### src/rtl/tone_pkg.sv
// Shared tone definitions: note count, per-note period table (clock cycles
// per tone period, index 1 = lowest pitch), note index type and decoder FSM
// states. Index 0 of the table stands for "silence" and holds no period.
package tone_pkg;

    localparam int NOTES = 21;

    typedef logic [4:0] note_t;

    typedef enum logic [1:0] {
        ST_SILENT  = 2'd0,
        ST_MEASURE = 2'd1,
        ST_LOOKUP  = 2'd2
    } state_t;

    // Neighbouring entries are spaced far enough apart that their tolerance
    // windows (+/- entry >> 4) leave gaps between them.
    localparam int unsigned TONE_CYCLE [0:NOTES] = '{
        0,
        654, 569, 495, 430, 374, 325, 283, 246, 214, 186,
        162, 141, 123, 107,  93,  81,  70,  61,  53,  46,
        40
    };

endpackage

### src/rtl/tone_lookup.sv
// Sequential period-to-note table scan. A start pulse latches the period;
// entries 1..NOTES are then compared one per cycle and the first entry whose
// tolerance window contains the period wins. o_done pulses for one cycle with
// the result (0 = no match). i_abort cancels a scan in progress.
module tone_lookup
    import tone_pkg::*;
#(
    parameter int WIDTH     = 16,
    parameter int TIMEOUT   = 60000,
    parameter int TOL_SHIFT = 4
) (
    input  logic             i_clk,
    input  logic             i_rst,
    input  logic             i_start,
    input  logic             i_abort,
    input  logic [WIDTH-1:0] i_period,
    output logic             o_done,
    output note_t            o_result
);

    logic             r_busy;
    logic             r_done;
    note_t            r_idx;
    note_t            r_res;
    logic [WIDTH-1:0] r_per;

    logic [WIDTH:0]   w_per;
    logic [WIDTH:0]   w_ref;
    logic [WIDTH:0]   w_tol;
    logic [WIDTH:0]   w_diff;
    logic             w_match;

    // Compare the latched period against the current table entry; one extra
    // bit keeps the absolute difference from wrapping.
    always_comb begin
        w_per   = {1'b0, r_per};
        w_ref   = (WIDTH+1)'(TONE_CYCLE[r_idx]);
        w_tol   = w_ref >> TOL_SHIFT;
        w_diff  = (w_per >= w_ref) ? (w_per - w_ref) : (w_ref - w_per);
        w_match = (r_per != WIDTH'(TIMEOUT)) && (w_diff <= w_tol);
    end

    // Scan sequencer: latch on start, walk the table, flag completion.
    always_ff @(posedge i_clk) begin
        if (i_rst) begin
            r_busy <= 1'b0;
            r_done <= 1'b0;
            r_idx  <= note_t'(1);
            r_res  <= '0;
            r_per  <= '0;
        end else begin
            r_done <= 1'b0;
            if (i_abort) begin
                r_busy <= 1'b0;
            end else if (i_start) begin
                r_busy <= 1'b1;
                r_idx  <= note_t'(1);
                r_res  <= '0;
                r_per  <= i_period;
            end else if (r_busy) begin
                if (r_res == '0 && w_match)
                    r_res <= r_idx;
                if (r_idx == note_t'(NOTES)) begin
                    r_busy <= 1'b0;
                    r_done <= 1'b1;
                end else begin
                    r_idx <= r_idx + note_t'(1);
                end
            end
        end
    end

    assign o_done   = r_done;
    assign o_result = r_res;

endmodule

### src/rtl/tone_decoder.sv
// Square-wave tone decoder: synchronizes tone_in, measures the rising-edge
// period, maps it to a note index through tone_lookup and reports a note
// change after MATCH_CNT consistent lookups, or silence after TIMEOUT cycles
// without an edge.
// Optional build macro TONE_DEC_DUTY_EN: also measures high time and rejects
// periods whose duty cycle lies outside 25 %..75 %.
module tone_decoder
    import tone_pkg::*;
#(
    parameter int WIDTH     = 16,
    parameter int TIMEOUT   = 60000,
    parameter int MATCH_CNT = 3,
    parameter int TOL_SHIFT = 4
) (
    input  logic             clk,
    input  logic             rst,
    input  logic             tone_in,
    output note_t            note,
    output logic             note_valid,
    output logic [WIDTH-1:0] period
);

    localparam int MW = $clog2(MATCH_CNT + 1);

    logic             r_s1, r_s2, r_s3;
    logic [WIDTH-1:0] r_pcnt;
    logic             r_armed;
    state_t           r_state;
    note_t            r_cand;
    logic [MW-1:0]    r_mcnt;

    logic             w_edge;
    logic             w_sat;
    state_t           w_next;
    logic             w_arm, w_start, w_abort, w_commit, w_silence;
    logic             w_lk_done;
    note_t            w_lk_result;
    note_t            w_result;
    note_t            w_cand_nx;
    logic [MW-1:0]    w_mcnt_nx;
    note_t            w_note_nx;
    logic             w_nv_nx;

    assign w_edge = r_s2 & ~r_s3;
    assign w_sat  = (r_pcnt == WIDTH'(TIMEOUT));

    // Two-flop synchronizer plus one delay flop for rising-edge detection.
    always_ff @(posedge clk) begin
        if (rst) begin
            r_s1 <= 1'b0;
            r_s2 <= 1'b0;
            r_s3 <= 1'b0;
        end else begin
            r_s1 <= tone_in;
            r_s2 <= r_s1;
            r_s3 <= r_s2;
        end
    end

    // Period counter: restarts at 1 on every edge, saturates at TIMEOUT.
    always_ff @(posedge clk) begin
        if (rst)
            r_pcnt <= '0;
        else if (w_edge)
            r_pcnt <= WIDTH'(1);
        else if (!w_sat)
            r_pcnt <= r_pcnt + WIDTH'(1);
    end

`ifdef TONE_DEC_DUTY_EN
    logic [WIDTH-1:0] r_hcnt;
    logic             r_duty_ok;
    logic [WIDTH+1:0] w_h4, w_p1, w_p3;

    assign w_h4 = {r_hcnt, 2'b00};
    assign w_p1 = {2'b00, r_pcnt};
    assign w_p3 = w_p1 + {1'b0, r_pcnt, 1'b0};

    // High-time counter and duty window check latched with the period.
    always_ff @(posedge clk) begin
        if (rst) begin
            r_hcnt    <= '0;
            r_duty_ok <= 1'b0;
        end else begin
            if (w_edge)
                r_hcnt <= WIDTH'(1);
            else if (r_s2 && r_hcnt != WIDTH'(TIMEOUT))
                r_hcnt <= r_hcnt + WIDTH'(1);
            if (w_start)
                r_duty_ok <= (w_h4 >= w_p1) && (w_h4 <= w_p3);
        end
    end

    assign w_result = r_duty_ok ? w_lk_result : '0;
`else
    assign w_result = w_lk_result;
`endif

    tone_lookup #(
        .WIDTH     (WIDTH),
        .TIMEOUT   (TIMEOUT),
        .TOL_SHIFT (TOL_SHIFT)
    ) u_lookup (
        .i_clk    (clk),
        .i_rst    (rst),
        .i_start  (w_start),
        .i_abort  (w_abort),
        .i_period (r_pcnt),
        .o_done   (w_lk_done),
        .o_result (w_lk_result)
    );

    // Next-state decode and candidate filter update.
    always_comb begin
        w_next    = r_state;
        w_arm     = 1'b0;
        w_start   = 1'b0;
        w_abort   = 1'b0;
        w_commit  = 1'b0;
        w_silence = 1'b0;
        w_cand_nx = r_cand;
        w_mcnt_nx = r_mcnt;
        w_note_nx = note;
        w_nv_nx   = 1'b0;

        case (r_state)
            ST_SILENT: begin
                if (w_edge) begin
                    w_arm  = 1'b1;
                    w_next = ST_MEASURE;
                end
            end
            ST_MEASURE: begin
                if (w_edge) begin
                    if (r_armed) begin
                        w_start = 1'b1;
                        w_next  = ST_LOOKUP;
                    end else begin
                        w_arm = 1'b1;
                    end
                end else if (w_sat) begin
                    w_silence = 1'b1;
                    w_next    = ST_SILENT;
                end
            end
            ST_LOOKUP: begin
                // An edge here means the period is too short to classify.
                if (w_edge) begin
                    w_abort = 1'b1;
                    w_next  = ST_MEASURE;
                end else if (w_lk_done) begin
                    w_commit = 1'b1;
                    w_next   = ST_MEASURE;
                end
            end
            default: w_next = ST_SILENT;
        endcase

        if (w_silence) begin
            w_cand_nx = '0;
            w_mcnt_nx = '0;
            w_note_nx = '0;
            w_nv_nx   = (note != '0);
        end else if (w_abort) begin
            w_cand_nx = '0;
            w_mcnt_nx = '0;
        end else if (w_commit) begin
            if (w_result == r_cand) begin
                if (r_mcnt != MW'(MATCH_CNT))
                    w_mcnt_nx = r_mcnt + MW'(1);
            end else begin
                w_cand_nx = w_result;
                w_mcnt_nx = MW'(1);
            end
            if (w_mcnt_nx == MW'(MATCH_CNT) && w_cand_nx != note) begin
                w_note_nx = w_cand_nx;
                w_nv_nx   = 1'b1;
            end
        end
    end

    // State, arm flag, filter and output registers.
    always_ff @(posedge clk) begin
        if (rst) begin
            r_state    <= ST_SILENT;
            r_armed    <= 1'b0;
            r_cand     <= '0;
            r_mcnt     <= '0;
            note       <= '0;
            note_valid <= 1'b0;
            period     <= '0;
        end else begin
            r_state <= w_next;
            if (w_arm)
                r_armed <= 1'b1;
            else if (w_silence)
                r_armed <= 1'b0;
            r_cand     <= w_cand_nx;
            r_mcnt     <= w_mcnt_nx;
            note       <= w_note_nx;
            note_valid <= w_nv_nx;
            if (w_start)
                period <= r_pcnt;
        end
    end

endmodule

### config.mk
export PLATFORM = sky130hd
export DESIGN_NAME = tone_decoder
export DESIGN_NICKNAME = d
export VERILOG_FILES = /design/src/rtl/tone_pkg.sv /design/src/rtl/tone_lookup.sv /design/src/rtl/tone_decoder.sv
export SDC_FILE = /design/constraint.sdc
export NUM_CORES = 1
export LEC_CHECK = 0
export ABC_AREA = 1
export CORE_ASPECT_RATIO = 0.8
export CORE_MARGIN = 1
export CORE_UTILIZATION = 27
export CTS_CLUSTER_DIAMETER = 30
export CTS_CLUSTER_SIZE = 12
export DETAILED_ROUTE_END_ITERATION = 7
export DONT_BUFFER_PORTS = 1
export PLACE_DENSITY = 0.49
export SYNTH_ARGS = -nofsm -noshare
export SYNTH_HDL_FRONTEND = slang
export SYNTH_SLANG_ARGS = --single-unit
### constraint.sdc
create_clock -name clk -period 3.9 [get_ports clk]
set_input_delay 1.17 -clock clk [delete_from_list [all_inputs] [get_ports clk]]
set_output_delay 1.17 -clock clk [all_outputs]
set_load 0.01 [all_outputs]
After elaboration in Yosys (flattened, before gate mapping)
Memory sizes are Yosys's and may differ from the RTL's.
Cells that the tools add are included.

word-level totals
  memory bits (read-only) = 1,024
  logic and storage cells = 116
  bits in registers = 79
  memories kept = 1

memories
  name              words  width  read ports  clocked after memory_dff  wr ports  line               source
  (name not given)  32     32     1           0                         0         tone_lookup.sv:37  w_ref = (WIDTH+1)'(TONE_CYCLE[r_idx]);

cells by class
  equality and inequality tests = 15
  multiplexer cells = 51
  magnitude comparators = 3
  add/sub/neg operators = 5
  bitwise gates (word level) = 5
  reductions and logical operators = 19

operators with widths
  operator               number
  $mux 17                3
  $mux 5                 10
  $mux 1                 25
  $mux 2                 11
  $ge 16x17->1           1
  $le 17x13->1           1
  $sub 16x17->17         1
  $sub 17x16->17         1
  $add 16x1->16 const B  1
  $eq 16x16->1 const B   1
  $ne 16x16->1 const B   1
  $reduce_and 3->1       3
  $ge 6x6->1 const B     1
  $ne 2x2->1 const B     3
  $ne 3x3->1 const B     2
  $not 5->6              1
  $pmux 2 s3             1
  $reduce_bool 2->1      3
  $reduce_or 2->1        3
  $add 5x1->5 const B    1
  $eq 5x5->1             1
  $eq 5x5->1 const B     1
  $logic_not 5->1        1
  $ne 5x5->1             1
  other kinds (15)       20

Depth between registers and ports, before layout
  word-level depth = 13
  gate-level depth with buffers = 37
  depth with buffers taken out = 35

Cells and area by module
A second synthesis with hierarchy kept.

second synthesis, totals
  cells, all modules = 893
  area, all modules = 5,689.2 um^2

by module, submodules not included
  module        cells each  instances  area an instance (um^2)
  tone_lookup   543         1          3,308.2
  tone_decoder  350         1          2,381.0

Worst setup path before layout
OpenSTA, ideal clock, no wires.

  path kind = register to register
  start point = register u_lookup.r_idx[0]
  end point = register u_lookup.r_res[0] (netlist: u_lookup.o_result[0])
  clock period less this slack = 4.190 ns
  library setup time = 0.115 ns
  path slack = -0.290 ns
  cell stages (with the launch flop) = 32
  arrival time = 4.075 ns
  cells stage by stage = dfxtp_1 inv_1 ha_1 o211ai_1 o21a_1 inv_1 ha_1 nand2_1 nor2_4 nand3_2 nand3_2 nand2_4 nand2_4 buf_8 mux2i_1 xor2_1 inv_1 ha_1 nand2_1 nor2_1 nand2_1 a31oi_1 o21ai_0 nand3_1 nor2_1 nand2_1 nor2_1 nand2_2 nand2_4 nand3_1 nand2_1 nor2_1

on the way
  cells in the longest elaborated chain, start to end = 11
  elaborated cells between the ends (all ways) = 16
  those cells by class = add/sub (2); order compare (2); mux (6); bitwise (1); reduce/logical (4); memory (1)

ends and longest elaborated chain
  what                                          line               source
  start: declaration                            tone_lookup.sv:23  note_t r_idx;
  start signal: assignment                      tone_lookup.sv:48  r_idx <= note_t'(1);
  start signal: assignment                      tone_lookup.sv:57  r_idx <= note_t'(1);
  start signal: assignment                      tone_lookup.sv:67  r_idx <= r_idx + note_t'(1);
  $not 5->6 (implied by the code)               tone_lookup.sv:37
  $mem_v2 32x32                                 -
  $mux 17 (implied by the code) (2 in a row)    tone_lookup.sv:37
  $sub 17x16->17, or another cell as far along  tone_lookup.sv:39  w_diff = (w_per >= w_ref) ? (w_per - w_ref) : (w_ref - w_per);
  $mux 17                                       tone_lookup.sv:39
  $le 17x13->1                                  tone_lookup.sv:40  w_match = (r_per != WIDTH'(TIMEOUT)) && (w_diff <= w_tol);
  $logic_and 1x1->1                             tone_lookup.sv:40
  $logic_and 1x1->1                             tone_lookup.sv:61  if (r_res == '0 && w_match)
  $reduce_bool 2->1 (no source line)            -
  $reduce_and 3->1 (no source line)             -
  end signal: assignment                        tone_lookup.sv:62  r_res <= r_idx;
  end: declaration                              tone_lookup.sv:24  note_t r_res;

Parallel ways exist; a longest one is shown, timed or not. The select of a mux whose other input is x is not followed.
A chain may end at the register's enable or synchronous reset.

Worst setup path in the final report
  start point = register u_lookup.r_idx[0]
  end point = register u_lookup.r_res[2] (netlist: u_lookup.o_result[2])

on the way
  cells in the longest elaborated chain, start to end = 11
  elaborated cells between the ends (all ways) = 13
  those cells by class = add/sub (2); order compare (2); mux (3); bitwise (1); reduce/logical (4); memory (1)

ends and longest elaborated chain
  what                                          line
  $not 5->6 (implied by the code) *             tone_lookup.sv:37
  $mem_v2 32x32 *                               -
  $mux 17 (implied by the code) * (2 in a row)  tone_lookup.sv:37
  $sub 17x16->17, or another cell as far along  tone_lookup.sv:39
  $mux 17                                       tone_lookup.sv:39
  $le 17x13->1 *                                tone_lookup.sv:40
  $logic_and 1x1->1 *                           tone_lookup.sv:40
  $logic_and 1x1->1 *                           tone_lookup.sv:61
  $reduce_bool 2->1 (no source line) *          -
  $reduce_and 3->1 (no source line) *           -

Mark *: on every way between the ends. The rest lies on a longest branch, timed or not. The select of a mux whose other input is x is not followed.

==> impl_metrics.py <==
metrics = {
    "timing": {
        "post-route-min-period_ns": 4.16,
        "period_share": 1.07,
        "clock.fmax_ghz": 0.240,
        "finalSetupTns_ns": -1.25,
        "finalSetupViolations": 5,
        "rsz0062_at_grt": "true",
        "relSlewSlack": 0.510,
        "timing.final.ws_setup_ns": -0.258,
        "fin_skew_ns": 0.00876,
        "report.final.hold_viol_count": 0,
        "worst_slew_pin_slew_ns": 0.729,
        "slew_viol_final": 0,
    },
    "worst_setup_path": {
        "critPathMaxStageDelay_ns": 0.41,
        "path_max_fanout": 6,
        "arrival_ns": 4.38,
        "r2r-end": "u_lookup.o_result[2]",
        "cp-startpoint": "u_lookup.r_idx[0]",
        "cp-start-kind": "register",
        "r2r-start": "u_lookup.r_idx[0]",
        "slowest_stage": "dfxtp_4",
        "crit_required_ns": 4.12,
        "crit_path_end_kind": "register",
        "crit_end": "u_lookup.o_result[2]",
        "reg2reg_depth": 34,
        "setup.worst_path.class": "register to register",
        "crit_path_frequent_cell": "buf_4",
        "rrSetupSlack_ns": -0.26,
    },
    "route": {
        "drt_pass1_iterations": 7,
        "vias_per_cell": 4.56,
        "vias": 5300,
        "drt_iter0_drc": 422,
        "routedWlPerCell_um": 13.8,
        "drt-total-wl_um": 16000,
        "drc": 0,
        "antenna_left": 0,
    },
    "logic_synthesis": {
        "synth-edff-count": 0,
        "synth_area_sq_um": 5260,
        "ys_types": 47,
        "syn_avg_cell_area_sq_um": 6.58,
        "yosysSeqAreaShare": 0.300,
        "synth_nets": 843,
        "synth_flop_cell": "dfxtp_1",
        "ys_warn_count": 0,
        "synth-seq-cells": 79,
        "synth_cells": 800,
        "async_reset_ff_frac": 0,
    },
    "cts": {
        "htreeDepth": 3,
        "postCtsHoldBufs": 0,
        "cts_tree": "yes",
        "cts_sinks": 79,
        "max-clock-path-buffers": 2,
        "cts_buffers": 9,
        "clkTransAtPathRegs_ns": 0.06,
        "root_buffer": "clkbuf_16",
        "clk-insertion-delay-late_ns": 0.34,
    },
    "die": {
        "ioPinCount": 25,
        "dieHeight_um": 127,
        "start_util": 0.277,
        "die_w_um": 158,
        "fp-row-count": 45,
        "coreArea_sq_um": 19000,
        "dieArea_sq_um": 20100,
    },
    "grt": {
        "track_usage": 0.167,
        "overflow": 0,
        "grt_pass1_vias": 4852,
        "antenna_found_initial": 0,
        "grt_max_degree": 41,
        "grt_pass1_wl_um": 26100,
    },
    "power_and_ir_drop": {
        "ir_drop_mv": 0.187,
        "p_total_w": 0.00185,
        "p_leak_nw": 3.21,
        "power.density_nw_per_um2": 264,
    },
    "final_layout": {
        "final_common_cell": "nand2_1",
        "final_cell_mix": "nand2_1 (174), inv_1 (116), buf_4 (98)",
        "nFillCells": 2082,
        "seq_area_sq_um": 1590,
        "num-nets-final": 942,
        "area_delta_synth_final_pct": 33.1,
        "drive_gt1_frac": 0.244,
        "multi_input_area_sq_um": 3460,
        "antenna_cells": 0,
    },
    "outcome": {
        "violations": "negative setup slack",
        "outcome": "finished, violations left",
    },
    "placed_design": {
        "routabilityCongestion": 0.908,
        "hpwlAfterDp_um": 12400,
        "io_buffers": 0,
    },
    "worst_hold_path": {
        "hold_path_class": "register to register",
    },
    "job": {
        "drv_cap": 0,
    },
}
-- cell families after synthesis --
kind of cell             Yosys count  share of synthesized area
AND/OR/NAND/NOR                  403                      0.344
adder cells (fa/ha/maj)           40                     0.0979
buffers and inverters            147                      0.108
XOR/XNOR                          12                     0.0200
AO/OA/AOI/OAI                    117                      0.126
multiplexers                       2                    0.00380
flip-flops                        79                      0.300
-- Yosys cell counts, types with 3 or more instances --
master | n | area (sq um)
nand2_2 | 7 | 43.8
nor2_4 | 5 | 56.3
inv_1 | 124 | 465
xnor2_1 | 5 | 43.8
inv_2 | 6 | 22.5
and2_1 | 3 | 18.8
nor2_1 | 79 | 297
nor4_1 | 6 | 37.5
nor3_1 | 9 | 45.0
xor2_1 | 7 | 61.3
nand2_4 | 4 | 45.0
a31oi_1 | 4 | 25.0
nand3_1 | 75 | 375
nor2_2 | 5 | 31.3
dfxtp_1 | 79 | 1580
o21a_1 | 5 | 37.5
a21oi_1 | 49 | 245
nand4_1 | 12 | 75.1
clkbuf_1 | 8 | 30.0
ha_1 | 38 | 475
a211oi_1 | 10 | 75.1
buf_1 | 3 | 11.3
o21ai_0 | 35 | 175
nand2_1 | 190 | 713
-- worst min path at each step --
stage	endpoint	startpoint	cells past startpoint
floorplan	r_s2	r_s1	2
detailed placement	r_s2	r_s1	2
CTS	r_s2	r_s1	2
finish	r_s2	r_s1	2
global placement	r_s2	r_s1	2
global route	r_s2	r_s1	2
-- sequential cells by signal, indices dropped and copies added (netlist names) --
name / cells
note: 5
note_valid: 1
period: 16
r_armed: 1
r_cand: 5
r_mcnt: 2
r_pcnt: 16
r_s1: 1
r_s2: 1
r_s3: 1
r_state: 2
u_lookup.o_done: 1
u_lookup.o_result: 5
u_lookup.r_busy: 1
u_lookup.r_idx: 5
u_lookup.r_per: 16
-- report_power, final --
part           internal (W)  switching (W)  leakage, nW
sequential         0.000811     0.00000446        0.639
clock              0.000619       0.000341        0.168
combinational     0.0000256      0.0000473         2.40
total               0.00146       0.000393         3.21
-- worst max-delay path, delay by kind of cell (launching register included) --
family                   cells  cell delay [ns]
AND/OR/NAND/NOR             16             1.22
buffers and inverters       13             1.46
flip-flops                   1             0.41
adder cells (fa/ha/maj)      2             0.54
AO/OA/AOI/OAI                3             0.41
-- per-stage QoR --
| stage | std cells | setup slack, ns | util | instance area, sq um | hold slack, ns |
|---|---|---|---|---|---|
| final | 1162 | -0.258 | 0.368 | 7000 | 0.440 |
| after global routing | 1162 | -0.452 | 0.368 | 7000 | 0.472 |
| after CTS | 1157 | -0.169 | 0.361 | 6880 | 0.443 |
| after detailed placement | 1128 | -0.394 | 0.326 | 6190 | 0.424 |
| after global placement | 1128 | -0.282 | 0.326 | 6190 | 0.417 |
| after floorplan | 800 | 0.00372 | - | 5310 | 0.388 |
-- cell type report --
cell class | instances | area share
repair buffers | 102 | 0.111
clock buffers | 12 | 0.0382
clock inverters | 4 | 0.0105
multi-input cells | 575 | 0.494
flip-flops and latches | 79 | 0.227
inverters | 132 | 0.0720
well taps | 258 | 0.0461
-- per-layer routing --
layer	vias up	global-route usage	wire, um
li1	2778	-	-
met1	2391	0.259	8610
met2	116	0.232	6480
met3	15	0.0304	778
met4	0	0.0339	172
met5	-	0	0
-- repair_timing --
action	CTS	global route
buffers inserted	12	5
pin swaps	28	27
resized for setup	60	28
setup endpoints to repair	5	5
gates cloned	1	0
Note: power is estimated with default switching activity, not from simulation.
